### src/rtl/dm_cache_ctrl.sv
// Sequencer between a CPU requester, a direct-mapped cache datapath and backing RAM.
// Issues one cache command per cycle and runs dirty write-back / miss fill over a req/ack RAM port.
module dm_cache_ctrl #(
    parameter int ramWidth      = 8,
    parameter int addrWidth     = 8,
    parameter int blockAddrBits = 4
) (
    input  logic                 clk,
    input  logic                 resetN,
    input  logic                 cpuReq,
    input  logic                 cpuWe,
    input  logic                 cpuFlush,
    input  logic [addrWidth-1:0] cpuAddr,
    input  logic [ramWidth-1:0]  cpuWData,
    output logic [ramWidth-1:0]  cpuRData,
    output logic                 cpuReady,
    output logic                 flushDone,
    output logic                 busy,
    output logic [1:0]           cacheCntrl,
    output logic [addrWidth-1:0] cacheAddr,
    output logic [ramWidth-1:0]  cacheDataIn,
    input  logic [ramWidth-1:0]  cacheDataOut,
    input  logic                 cacheIsHit,
    input  logic                 cacheIsClean,
    input  logic [ramWidth-1:0]  cacheDataOutRAM,
    input  logic [addrWidth-1:0] cacheAddrOutRAM,
    output logic                 ramReq,
    output logic                 ramWe,
    output logic [addrWidth-1:0] ramAddr,
    output logic [ramWidth-1:0]  ramWData,
    input  logic [ramWidth-1:0]  ramRData,
    input  logic                 ramAck
);

    localparam int tagBits = addrWidth - blockAddrBits;

    localparam logic [1:0] CMD_CLR   = 2'b00;
    localparam logic [1:0] CMD_CHECK = 2'b01;
    localparam logic [1:0] CMD_READ  = 2'b10;
    localparam logic [1:0] CMD_WRITE = 2'b11;

    typedef enum logic [3:0] {
        IDLE, CHECK, WB, FILL, FILLWR, READ, WRITE, DONE, CLR, FDONE
    } state_t;

    state_t                 r_state;
    state_t                 w_next;
    logic [addrWidth-1:0]   r_addrL;
    logic                   r_weL;
    logic [ramWidth-1:0]    r_wdataL;
    logic [addrWidth-1:0]   r_victimAddr;
    logic [ramWidth-1:0]    r_victimData;
    logic [ramWidth-1:0]    r_fillL;
    logic [ramWidth-1:0]    r_cpuRData;
    logic [tagBits-1:0]     w_tag;
    logic [blockAddrBits-1:0] w_index;

    assign w_tag    = r_addrL[addrWidth-1:blockAddrBits];
    assign w_index  = r_addrL[blockAddrBits-1:0];
    assign cpuRData = r_cpuRData;

    always_ff @(posedge clk or negedge resetN) begin
        if (!resetN) begin
            r_state <= IDLE;
        end else begin
            r_state <= w_next;
        end
    end

    // Request latches; CPU inputs are don't-care once a request has been accepted.
    always_ff @(posedge clk or negedge resetN) begin
        if (!resetN) begin
            r_addrL      <= '0;
            r_weL        <= 1'b0;
            r_wdataL     <= '0;
            r_victimAddr <= '0;
            r_victimData <= '0;
            r_fillL      <= '0;
            r_cpuRData   <= '0;
        end else begin
            if (r_state == IDLE && !cpuFlush && cpuReq) begin
                r_addrL  <= cpuAddr;
                r_weL    <= cpuWe;
                r_wdataL <= cpuWData;
            end
            if (r_state == CHECK) begin
                r_victimAddr <= cacheAddrOutRAM;
                r_victimData <= cacheDataOutRAM;
            end
            if (r_state == FILL && ramAck) begin
                r_fillL <= ramRData;
            end
            if (r_state == FILLWR) begin
                r_cpuRData <= r_fillL;
            end
            if (r_state == READ) begin
                r_cpuRData <= cacheDataOut;
            end
        end
    end

    always_comb begin
        w_next = r_state;
        case (r_state)
            IDLE: begin
                if (cpuFlush)    w_next = CLR;
                else if (cpuReq) w_next = CHECK;
            end
            CHECK: begin
                if (cacheIsHit)        w_next = r_weL ? WRITE : READ;
                else if (!cacheIsClean) w_next = WB;
                else                   w_next = r_weL ? WRITE : FILL;
            end
            WB:      if (ramAck) w_next = r_weL ? WRITE : FILL;
            FILL:    if (ramAck) w_next = FILLWR;
            FILLWR:  w_next = DONE;
            READ:    w_next = DONE;
            WRITE:   w_next = DONE;
            DONE:    w_next = IDLE;
            CLR:     w_next = FDONE;
            FDONE:   w_next = IDLE;
            default: w_next = IDLE;
        endcase
    end

    // READ is the idle command so the cache never clears unless CLR is reached.
    always_comb begin
        cacheCntrl  = CMD_READ;
        cacheAddr   = {w_tag, w_index};
        cacheDataIn = r_wdataL;
        ramReq      = 1'b0;
        ramWe       = 1'b0;
        ramAddr     = '0;
        ramWData    = '0;
        cpuReady    = 1'b0;
        flushDone   = 1'b0;
        busy        = (r_state != IDLE);
        case (r_state)
            CHECK:  cacheCntrl = CMD_CHECK;
            WB: begin
                ramReq   = 1'b1;
                ramWe    = 1'b1;
                ramAddr  = r_victimAddr;
                ramWData = r_victimData;
            end
            FILL: begin
                ramReq  = 1'b1;
                ramAddr = r_addrL;
            end
            FILLWR: begin
                cacheCntrl  = CMD_WRITE;
                cacheDataIn = r_fillL;
            end
            WRITE:  cacheCntrl = CMD_WRITE;
            DONE:   cpuReady   = 1'b1;
            CLR:    cacheCntrl = CMD_CLR;
            FDONE:  flushDone  = 1'b1;
            default: ;
        endcase
    end

endmodule

### config.mk
export PLATFORM = sky130hd
export DESIGN_NAME = dm_cache_ctrl
export DESIGN_NICKNAME = d
export VERILOG_FILES = /design/src/rtl/dm_cache_ctrl.sv
export SDC_FILE = /design/constraint.sdc
export NUM_CORES = 1
export LEC_CHECK = 0
export CAP_MARGIN = 10
export CELL_PAD_IN_SITES_DETAIL_PLACEMENT = 0
export CELL_PAD_IN_SITES_GLOBAL_PLACEMENT = 1
export CORE_ASPECT_RATIO = 1.4
export CORE_UTILIZATION = 30
export DETAILED_ROUTE_END_ITERATION = 10
export GPL_ROUTABILITY_DRIVEN = 0
export PLACE_DENSITY_LB_ADDON = 0.1
export SYNTH_ARGS = -nofsm -noshare
export SYNTH_HDL_FRONTEND = slang
export SYNTH_SLANG_ARGS = --single-unit
### constraint.sdc
create_clock -name clk -period 1.7 [get_ports clk]
set_input_delay 0.17 -clock clk [delete_from_list [all_inputs] [get_ports clk]]
set_output_delay 0.17 -clock clk [all_outputs]
set_load 0.03 [all_outputs]
==> results by group, run 1 <==
Global routing
  • Total GRT Usage: 0.175
  • Pin count of the biggest net entering global routing: 54
  • Antenna violations before repair: 0
  • First-pass GRT wire length: ~12000 µm
  • Vias in the first global route: 2251
  • GRT overflow: 0

Worst setup path
  • CP Launch Type: flop
  • Req. time, crit path: between 1500 and 2000 ps
  • CP Capture Type: output pin
  • Crit path kind: flop to output pin
  • R2r endpoint: r_victimAddr[1]
  • R2R depth: 7
  • R2r startpoint: r_state[3]
  • Worst Path Arrival: roughly 1800 ps
  • R2R setup slack: -160 ps
  • Crit-path max FO: 6

STA
  • FMAX: roughly 500 MHz
  • Final min period: between 1500 and 2000 ps
  • RSZ-0062 raised after global routing: yes
  • Slew @ Worst Pin: between 600 and 700 ps
  • Post-Route Setup TNS: -8660 ps
  • Hold Fails Final Rpt: 0
  • Final setup margin: -266 ps
  • Clock Skews: around 8.4 ps
  • Rel. slew slack: 0.564
  • Final setup vio count: 67
  • Final Cycle Share: 1.16
  • Max Slew Vio Count: 0

Outcome
  • Status: finished, violations left
  • Failing checks: negative setup slack

Power
  • Power Dens Cells: between 2000 and 2500 mW/mm²
  • Max IR drop VDD: 1.00 mV
  • P_leak: between 0.0015 and 0.002 µW
  • Pwr Total: between 9000 and 10000 µW

CTS
  • Num CTS Buffers: 5
  • Clk_lat worst skew: 300 ps
  • Worst-case clock buffer depth: 2
  • Clock sink count: 53
  • Max H-tree Level: 2
  • Root buf cell: clkbuf_16
  • Clk pin slew, worst setup/hold paths: 70 ps
  • CTS tree: built

Drt
  • Vias per cell: approximately 4.8
  • Via count: roughly 2100
  • Drt initial violations: 54
  • Routed WL: about 7600 µm
  • Post-DRT Antenna Nets: 0
  • DRC violations left: 0
  • Routed wire per std cell: 17.1 µm
  • Pre-antenna DRT Iters: 5

Cells and area
  • Layout Cells excl Fill: about 450
  • Antenna cells: 0
  • Final #Nets: between 300 and 400
  • Filler cell count: approximately 740
  • Area occupied by multi-input gates: 0.00135 mm²
  • Area added between synthesis and finish: 72.8%
  • Share of cells above drive strength 1: 0.452
  • Seq. cell area: between 0.001 and 0.0015 mm²
  • Fin util: 0.540

Yosys
  • Cells after Synth: slightly above 200
  • Most common cell in the netlist: dfrtp_1
  • Unique masters post-synth: 31
  • Ys Warns: 0
  • Yosys top cell by area: dfrtp_1
  • Syn nets: around 260
  • Post-synth EDFFs: 0
  • Post-synth top area share: 0.515
  • Synth top cells by count: 53 x dfrtp_1, 39 x mux2_2, 17 x nor2_1
  • Synthesized area: between 0.002 and 0.003 mm²
  • Top area cells in the synthesized netlist: dfrtp_1 51%, mux2_2 17%, mux2_4 5.8%, mux2i_1 3.1%, a22o_1 2.7%
  • Ys flop type: dfrtp_1
  • Asr flop ratio synth: 1.00
  • Sequential-to-total area share from yosys stat: 0.515
  • Yosys reg bits: between 50 and 60
  • Syn avg cell area: roughly 13 µm²

Worst hold path
  • Class of the tightest hold or removal check: primary input to async pin

Die
  • I/O Pins: approximately 100
  • Die W: between 80 and 90 µm
  • Initial Util: 0.312
  • Die span in y: between 100 and 150 µm
  • Core footprint: 0.00825 mm²
  • Die area: 0.00897 mm²
  • Rows: 39

Placement
  • Placed cell count: around 410
  • Dpl ws: -320 ps
  • PortBufs: between 100 and 150
  • Dpl hpwl: ~4900 µm

Run
  • Max_cap viols: 0
through the flow:
step	hold WS, ps	area [µm²]
2_1_floorplan	-126	2610
3_3_place_gp	197	3800
3_5_place_dp	196	3800
4_1_cts	411	4280
5_1_grt	436	4450
6_report	388	4450
timing repair:
item | CTS | global route
endpoints found under the setup margin | 69 | 70
buffers inserted | 14 | 5
cloned | 2 | 2
hold endpoints to repair | 53 | 0
hold buffers | 1 | 0
pin swaps | 7 | 19
gates resized for setup | 109 | 27
sequential cells by signal (all words and copies together) (netlist names):
| register | count |
|---|---|
| cacheAddr | 8 |
| cpuRData | 8 |
| r_fillL | 8 |
| r_state | 4 |
| r_victimAddr | 8 |
| r_victimData | 8 |
| r_wdataL | 8 |
| r_weL | 1 |
report_power, final:
group          switching [µW]  internal, µW  leakage, µW
logic                    2780          3200      0.00128
registers                 446          1910     0.000630
clock network             492           550    0.0000702
total                    3710          5660      0.00198
layout by cell type (no fill, tap or decap), types with 2 or more instances in the layout:
master	count
and2_4	8
nand2b_4	2
nand2_1	5
a21oi_1	11
buf_4	22
nor2_4	5
buf_2	2
a211oi_1	2
or2_4	3
inv_1	3
nor2_1	16
buf_8	2
buf_12	4
dfrtp_1	53
nand2b_1	3
mux2i_1	8
clkdlybuf4s50_1	70
o21ai_0	2
mux2_4	28
a22o_1	7
nand2_8	4
buf_6	39
clkbuf_16	7
mux2_2	21
layout make-up:
type | instances | share of cell area
repair buffers | 142 | 0.334
well taps | 102 | 0.0287
multi-input cells | 137 | 0.304
inverters | 3 | 0.00253
clock inverters | 3 | 0.00478
flip-flops and latches | 53 | 0.298
clock buffers | 5 | 0.0281
cells by family after synthesis:
family / Yosys count / share of synthesized area
AOI/OAI and AO/OA: 29 / 0.0772
buffers and inverters: 14 / 0.0393
xor gates and xnor gates: 2 / 0.00680
muxes: 57 / 0.260
and+or+nand+nor: 47 / 0.102
DFF: 53 / 0.515
critical path, stage by stage, from the launching register on:
cell and delay, ps:
dfrtp_1 410, buf_6 130, or2_4 280, buf_6 130, nor2_4 100, buf_6 140
a22o_1 170, buf_6 140
worst max-delay path by stage:
| stage | start | to | slack (ps) | cells past startpoint |
|---|---|---|---|---|
| 6_report | r_state[3] | ramAddr[3] | -270 | 7 |
| 3_3_place_gp | r_state[0] | cacheDataIn[6] | -300 | 4 |
| 4_1_cts | r_state[3] | ramAddr[3] | -230 | 7 |
| 3_5_place_dp | r_state[0] | cacheDataIn[6] | -320 | 4 |
| 5_1_grt | r_state[3] | ramAddr[3] | -320 | 7 |
| 2_1_floorplan | r_state[0] | cacheAddr[0] | 10 | 7 |
routing by layer:
metal	up-vias	track usage	share of wire
li1	1000	-	-
met1	1039	0.211	0.41
met2	77	0.292	0.51
met3	10	0.0484	0.058
met4	0	0.0667	0.017
met5	-	0	0
No activity file was read; power rests on OpenSTA's default activity.
==> run 2: changes to the inputs <==
--- a/config.mk
+++ b/config.mk
@@ -10,9 +10,11 @@
 export CELL_PAD_IN_SITES_GLOBAL_PLACEMENT = 1
 export CORE_ASPECT_RATIO = 1.4
 export CORE_UTILIZATION = 30
+export CTS_CLUSTER_SIZE = 24
 export DETAILED_ROUTE_END_ITERATION = 10
 export GPL_ROUTABILITY_DRIVEN = 0
 export PLACE_DENSITY_LB_ADDON = 0.1
 export SYNTH_ARGS = -nofsm -noshare
 export SYNTH_HDL_FRONTEND = slang
 export SYNTH_SLANG_ARGS = --single-unit
+export TNS_END_PERCENT = 30
==> results by group, run 2 (synthesis gave the netlist of run 1 again) <==
Outcome
  • Status: finished, violations left
  • Failing checks: negative setup slack

Drt
  • Via count: 2017
  • Pre-antenna DRT Iters: 6
  • Routed WL: ~6400 µm
  • Post-DRT Antenna Nets: 0
  • DRC violations left: 0
  • Vias per cell: ~4.7
  • Drt initial violations: just under 60
  • Routed wire per std cell: around 15 µm

STA
  • RSZ-0062 raised after global routing: yes
  • FMAX: between 500 and 600 MHz
  • Final Cycle Share: 1.09
  • Clock Skews: approximately 8.4 ps
  • Slew @ Worst Pin: 339 ps
  • Final setup vio count: between 50 and 60
  • Rel. slew slack: 0.773
  • Min Hold Slack: about 400 ps
  • Final setup margin: -151 ps
  • Final min period: between 1500 and 2000 ps
  • Max Slew Vio Count: 0
  • Hold Fails Final Rpt: 0

Die
  • Rows: 39
  • Core footprint: between 0.008 and 0.009 mm²
  • Die area: around 0.0090 mm²
  • Die W: between 80 and 90 µm
  • I/O Pins: slightly above 100
  • Die span in y: 112 µm
  • Initial Util: 0.312

Global routing
  • Total GRT Usage: 0.151
  • First-pass GRT wire length: between 10000 and 15000 µm
  • Antenna violations before repair: 0
  • Vias in the first global route: between 2000 and 2500
  • GRT overflow: 0
  • Pin count of the biggest net entering global routing: 54

CTS
  • CTS tree: built
  • Clock sink count: between 50 and 60
  • Root buf cell: clkbuf_16
  • Clk_lat worst skew: 290 ps
  • Worst-case clock buffer depth: 2
  • Max H-tree Level: 2
  • Clk pin slew, worst setup/hold paths: 70 ps
  • Num CTS Buffers: 5

Power
  • P_leak: 0.00191 µW
  • Power Dens Cells: 2110 mW/mm²
  • Net Sw Power: between 3000 and 4000 µW
  • Pwr Total: 8990 µW
  • Flop pwr share: 0.258
  • Sw frac: 0.382
  • Max IR drop VDD: 1.06 mV
  • Comb power frac: 0.613
  • Cell internal pwr: between 5000 and 6000 µW
  • Clock power share: 0.130

Worst setup path
  • CP Capture Type: output pin
  • Req. time, crit path: roughly 1500 ps
  • CP max stage delay: around 380 ps
  • Most frequent CP cell: buf_6
  • Worst path buffer plus inverter count: 4
  • R2r startpoint: r_state[3]
  • CP Cell Sequence: buf_6, or2_4, buf_6, nor2_4, buf_6, a22o_1, buf_6
  • Crit path kind: flop to output pin
  • Delay-heaviest family, CP: buffers and inverters
  • CP Launch Type: flop
  • Crit-path max FO: 8
  • R2R setup slack: -70 ps
  • Slowest CP cell: dfrtp_1
  • Worst Path Arrival: ~1700 ps
  • R2r endpoint: r_victimData[5]
  • R2R depth: 7

Cells and area
  • Post-route cell area: approximately 0.0043 mm²
  • Most frequent cells in the layout: 70 x clkdlybuf4s50_1, 53 x dfrtp_1, 31 x mux2_4, 29 x buf_6, 20 x buf_4
  • Layout Cells excl Fill: approximately 430
  • Final #Nets: 382
  • Filler cell count: ~750
  • Antenna cells: 0
  • Share of cells above drive strength 1: 0.416
  • Commonest non-fill, non-tap cell in the layout: clkdlybuf4s50_1
  • Area added between synthesis and finish: 65.4%

Placement
  • Placed cell count: between 400 and 500
  • Dpl hpwl: 4520 µm
  • Dpl ws: -276 ps
  • Area of placed instances: ~0.0038 mm²
  • PortBufs: roughly 100

Run
  • Max_cap viols: 0

Worst hold path
  • Class of the tightest hold or removal check: primary input to async pin
[run 2: cell types whose count changed in the layout (fill, tap and decap cells not counted), sizes merged]
cell           change
bufinv             +1
clkinvlp           -1
buf               -14
clkdlybuf4s15      +1
clkinv             -1
clkbuf             +1
inv                -1
nand2              -2
[run 2: worst reg2reg max path: stages (launching register included)]
cell and delay (ps):
dfrtp_1 380, buf_6 120, or2_4 250, buf_4 150
buf_4 130, nor2_4 100, buf_12 180, mux2_2 340
[run 2: per-layer routing]
metal	GRT usage	up-vias	share of wire
met1	0.191	974	0.43
met5	0	-	0
met2	0.245	78	0.48
met3	0.0393	8	0.072
li1	-	957	-
met4	0.0571	0	0.017
[run 2: how the worst max path moves through the flow]
stage / startpoint / endpoint / slack [ps] / cells after the start
global placement: r_state[0] / cacheDataIn[6] / -260 / 5
floorplan: r_state[2] / r_victimAddr[0] / -7 / 6
finish: r_state[3] / ramAddr[6] / -150 / 7
CTS: r_state[3] / ramAddr[6] / -180 / 7
global route: r_state[3] / ramAddr[1] / -230 / 7
detailed placement: r_state[0] / cacheDataIn[6] / -280 / 5
[run 2: area by class of cell]
class                           instances  area [µm²]  area share
Inverter                                3        11.3     0.00264
Multi-Input combinational cell        135        1290       0.304
Clock inverter                          1        30.0     0.00705
Tap cell                              102         128      0.0300
Sequential cell                        53        1330       0.311
Timing Repair Buffer                  128        1330       0.312
Clock buffer                            7         143      0.0335
[run 2: what timing repair did]
item	4_1_cts	5_1_grt
setup buffers	3	2
gates cloned	0	1
endpoints found under the hold margin	53	0
gates resized for setup	109	10
pin swaps	11	10
setup endpoints to repair	69	70
hold buffers	1	0
[run 2: through the flow]
step	utilization	setup TNS (ps)
floorplan	-	-92.7
global placement	0.460	-5410
detailed placement	0.460	-5470
CTS	0.507	-5470
global route	0.517	-8680
finish	0.517	-4260
[run 2: power by group through the flow]
stage,combinational (µW),clock [µW],sequential [µW]
after CTS,5370,1200,2310
after floorplan,2800,0,2580
after global routing,5870,1250,2400
final,5510,1170,2320
after detailed placement,4830,0,2300
after global placement,4820,0,2270
